--- config.mk ---
export PLATFORM = sky130hd
export DESIGN_NAME = leaf_frame_accumulator
export DESIGN_NICKNAME = d
export VERILOG_FILES = /design/src/rtl/leaf_frame_accumulator.sv
export SDC_FILE = /design/constraint.sdc
export NUM_CORES = 1
export LEC_CHECK = 0
export ABC_AREA = 1
export CAP_MARGIN = 20
export CORE_ASPECT_RATIO = 0.5
export CORE_MARGIN = 2
export CORE_UTILIZATION = 35
export CTS_CLUSTER_DIAMETER = 150
export DETAILED_ROUTE_END_ITERATION = 16
export DONT_BUFFER_PORTS = 1
export PLACE_DENSITY = 0.53
export SETUP_SLACK_MARGIN = 0.5
export SLEW_MARGIN = 15
export SYNTH_ARGS = -nofsm -noshare
export SYNTH_HDL_FRONTEND = slang
export SYNTH_SLANG_ARGS = --single-unit
--- constraint.sdc ---
create_clock -name clk -period 3.52 [get_ports clk]
set_clock_uncertainty 0.2 [all_clocks]
set_input_delay 0.528 -clock clk [delete_from_list [all_inputs] [get_ports clk]]
set_output_delay 0.528 -clock clk [all_outputs]
set_load 0.005 [all_outputs]
--- src/rtl/leaf_frame_accumulator.sv ---
// Frame accumulator for the leaf adder's 8-bit result stream.
// It sums COUNT samples, adds OFFSET, applies the averaging shift, then saturates or wraps the total.
module leaf_frame_accumulator #(
  parameter int       COUNT  = 4,
  parameter int       OFFSET = 0,
  parameter bit [3:0] SHIFT  = 4'd0,
  parameter logic     SAT    = 1'b0
) (
  input  logic        clk,
  input  logic        reset_n,
  input  logic        in_valid,
  output logic        in_ready,
  input  logic [7:0]  in_data,
  input  logic        flush,
  output logic        out_valid,
  input  logic        out_ready,
  output logic [15:0] out_sum,
  output logic [8:0]  out_count,
  output logic        out_ovf,
  output logic        dbg_state_o
);

  // Handshakes: a transfer happens on a rising edge where valid and ready are both high.
  // Ready never depends combinationally on the opposite side's valid/ready.
  typedef enum logic {ST_ACCUM = 1'b0, ST_HOLD = 1'b1} state_e;

  localparam logic [8:0]  COUNT_W  = 9'(COUNT);
  localparam logic [31:0] OFFSET_W = 32'(OFFSET);

  state_e      state_q, state_d;
  logic [31:0] acc_q, acc_d;
  logic [8:0]  cnt_q, cnt_d;
  logic [15:0] sum_q, sum_d;
  logic [8:0]  ocnt_q, ocnt_d;
  logic        ovf_q, ovf_d;

  logic        accept;
  logic [31:0] acc_final;
  logic [8:0]  cnt_final;
  logic        close;
  logic [31:0] total;
  logic [31:0] shifted;
  logic        ovf_now;

  assign accept    = (state_q == ST_ACCUM) && in_valid;
  assign acc_final = acc_q + (accept ? {24'd0, in_data} : 32'd0);
  assign cnt_final = cnt_q + {8'd0, accept};
  // A flush also covers a sample accepted in the same cycle.
  assign close     = (state_q == ST_ACCUM) &&
                     ((accept && (cnt_final == COUNT_W)) || (flush && (cnt_final != 9'd0)));
  assign total     = acc_final + OFFSET_W;
  assign shifted   = total >> SHIFT;
  assign ovf_now   = |shifted[31:16];

  always_comb begin
    state_d = state_q;
    acc_d   = acc_q;
    cnt_d   = cnt_q;
    sum_d   = sum_q;
    ocnt_d  = ocnt_q;
    ovf_d   = ovf_q;
    case (state_q)
      ST_ACCUM: begin
        if (close) begin
          state_d = ST_HOLD;
          acc_d   = 32'd0;
          cnt_d   = 9'd0;
          sum_d   = (SAT && ovf_now) ? 16'hFFFF : shifted[15:0];
          ocnt_d  = cnt_final;
          ovf_d   = ovf_now;
        end else begin
          acc_d = acc_final;
          cnt_d = cnt_final;
        end
      end
      ST_HOLD: begin
        if (out_ready) state_d = ST_ACCUM;
      end
      default: state_d = ST_ACCUM;
    endcase
  end

  always_ff @(posedge clk or negedge reset_n) begin
    if (!reset_n) begin
      state_q <= ST_ACCUM;
      acc_q   <= 32'd0;
      cnt_q   <= 9'd0;
      sum_q   <= 16'd0;
      ocnt_q  <= 9'd0;
      ovf_q   <= 1'b0;
    end else begin
      state_q <= state_d;
      acc_q   <= acc_d;
      cnt_q   <= cnt_d;
      sum_q   <= sum_d;
      ocnt_q  <= ocnt_d;
      ovf_q   <= ovf_d;
    end
  end

  assign in_ready    = (state_q == ST_ACCUM);
  assign out_valid   = (state_q == ST_HOLD);
  assign out_sum     = sum_q;
  assign out_count   = ocnt_q;
  assign out_ovf     = ovf_q;
  assign dbg_state_o = state_q;

endmodule

==> metrics.txt <==
Slew Limit Headroom 0.696; Seq/Total Area, Yosys 0.402; Vias approximately 3500; All-Layer GR Usage 0.169; RSZ-0062 raised after global routing yes; worst vdd ir 295 uV; Core Box Area 0.0118 mm^2; clock tree from TritonCTS yes; max-slew violations 0; Unique masters post-synth 29; met2 wire length ~4600 um; maximum clock frequency ~360 MHz; status completed; power consumption between 0.003 and 0.004 W; Clock Latency Late Sink 0.33 ns; setup TNS 0 ns; Yosys top cell by area dfrtp_1; Synth Net Count 612; most frequent cell after synthesis nand2_1; share of cells above drive strength 1 0.117; post-synthesis instance total between 500 and 600; final wirelength ~10000 um; first-pass GRT wire length approximately 17000 um; Layout area overhead 12.1%; worst-margin pin slew 0.453 ns; Post-synth EDFFs 0; Tcrit/Tclk final 0.784; Worst Path Required around 3.5 ns; IO Pins 42; synthesized area 0.00423 mm^2; Yosys warnings 0; DRT antenna net count 0; uppermost layer routed met4; Yosys top cell area share 0.402; critical path fanouts, max 9; Commonest cells post-synth 192 x nand2_1, 91 x inv_1, 68 x dfrtp_1; Die Wd about 160 um; top_reg_cell synth dfrtp_1; Hold Path Class primary input to flop; root buffer cell clkbuf_16; Port Buffers 0; DP Wirelength 7770 um; wl on met1 ~5300 um; drt first-iter violations 243; crit path capture type flop; PD cells 773 mW/mm^2; GR Overflow Total 0; largest net degree at the start of global routing 69; first drt pass iteration count 5; Starting Density 0.359; H-tree depth 3; crit path time final between 2 and 3 ns; met3 wire len 380 um; drc violations 0; Area contributors post-synth dfrtp_1 40%, nand2_1 17%, inv_1 8.1%; vias in the first global route 3397; crit path DAT 2.78 ns; syn avg cell area just over 7 um^2; antenna violations before repair 0; Net count, final about 620; Clock Path Buffers 2; total of max-cap violations 0; post-route cell area 0.00475 mm^2; Sink Count between 60 and 70; kind of critical path flop to flop; Yosys reg bits 68; fillers 1234; area of the die 0.0130 mm^2; crit start category flop; Die Ht about 82 um; CTS clk-pin slew, worst paths 0.05 ns; Final Hold Viols 0; Final Wtd Congestion 0.878; antenna cells 0; cts bufs inserted 9; mean routed wirelength per cell 13.6 um; vias per cell 4.62; Post-synth ARST share 1.00; Placed Area about 0.0044 mm^2; Final Setup Violations 0; leakage 2.26 nW; Core Rows 28
[logic make-up after synthesis]
| family | Yosys count | share of synthesized area |
|---|---|---|
| DFF | 68 | 0.402 |
| and+or+nand+nor | 312 | 0.306 |
| adders and majority gates | 11 | 0.0343 |
| buffers and inverters | 109 | 0.108 |
| AOI/OAI and AO/OA | 72 | 0.116 |
| xor gates and xnor gates | 16 | 0.0331 |
[registers in the layout, indices dropped and copies added, names as in the netlist]
| name | count |
|---|---|
| out_sum | 16 |
| cnt_q | 9 |
| out_count | 9 |
| out_ovf | 1 |
| dbg_state_o | 1 |
| acc_q | 32 |
[final cells by class]
type	instances	area (um^2)	share of cell area
clock buffers	9	225	0.0474
inverters	93	349	0.0735
flip-flops and latches	68	1700	0.358
repair buffers	9	97.6	0.0206
well taps	165	206	0.0435
multi-input cells	411	2100	0.443
clock inverters	7	66.3	0.0140
[power breakdown]
part,switching [W],internal (W),total (W)
registers,0.000247,0.00105,0.00129
logic,0.000980,0.000495,0.00147
clock network,0.000356,0.000546,0.000902
[worst max-delay path, stage by stage, from the launching register on]
cell and delay, ns:
dfrtp_1 0.38, inv_2 0.06, nand2_2 0.13, nor2_1 0.14, ha_2 0.25, fa_2 0.27, nand3_1 0.09, nand3_1 0.15
nand2_1 0.09, nand2_2 0.13, nand2_1 0.13, nand2_1 0.09, nand2_1 0.04, inv_1 0.07, nand2_1 0.05, nor2_1 0.14
nand3_1 0.10, nor2_1 0.10, nor2_1 0.04
[worst paths after layout]
| check | endpoint | slack (ns) | from | cells after the start |
|---|---|---|---|---|
| min in group asynchronous | acc_q[23]$_DFFE_PN0N_ | 0.51 | reset_n | 2 |
| max in group asynchronous | out_sum[6]$_DFFE_PN0P_ | 2.29 | reset_n | 2 |
| worst max-delay path | out_ovf$_DFFE_PN0P_ | 0.76 | dbg_state_o$_DFF_PN0_ | 18 |
| worst min-delay path | dbg_state_o$_DFF_PN0_ | 0.08 | out_ready | 1 |
| worst min register to register | acc_q[2]$_DFFE_PN0N_ | 0.30 | acc_q[2]$_DFFE_PN0N_ | 2 |
| worst max register to register | out_ovf$_DFFE_PN0P_ | 0.76 | dbg_state_o$_DFF_PN0_ | 18 |
[stage by stage]
step | instances | setup WS [ns] | hold WS, ns | util
2_1_floorplan | 588 | 0.870 | 0.0324 | -
3_3_place_gp | 743 | 0.432 | 0.0365 | 0.371
3_5_place_dp | 743 | 0.463 | 0.0365 | 0.371
4_1_cts | 761 | 0.569 | 0.0694 | 0.398
5_1_grt | 762 | 0.467 | 0.0672 | 0.402
6_report | 762 | 0.761 | 0.0822 | 0.402
[placed cells by master, fill, tap and decap left out, drive strengths merged]
cell type and count:
a21oi 6, buf 8, bufinv 1, clkbuf 9, clkinv 4, clkinvlp 1, dfrtp 68, dlygate4sd3 1
fa 1, ha 10, inv 94, nand2 197, nand3 48, nand3b 1, nand4 2, nor2 57
nor3 7, o21ai 39, o22ai 27, xnor2 5, xor2 11
[layer usage]
layer / track usage / vias to the layer above
met5: 0 / -
li1: - / 1869
met4: 0.0355 / 0
met3: 0.0394 / 8
met1: 0.231 / 1583
met2: 0.277 / 62
[what timing repair did]
item / 4_1_cts / 5_1_grt
endpoints found under the hold margin: 68 / 0
gates resized for setup: 0 / 9
buffers inserted: 0 / 1
hold buffers: 2 / 0
setup endpoints to repair: 0 / 56
Note: power is estimated with default switching activity, not from simulation.
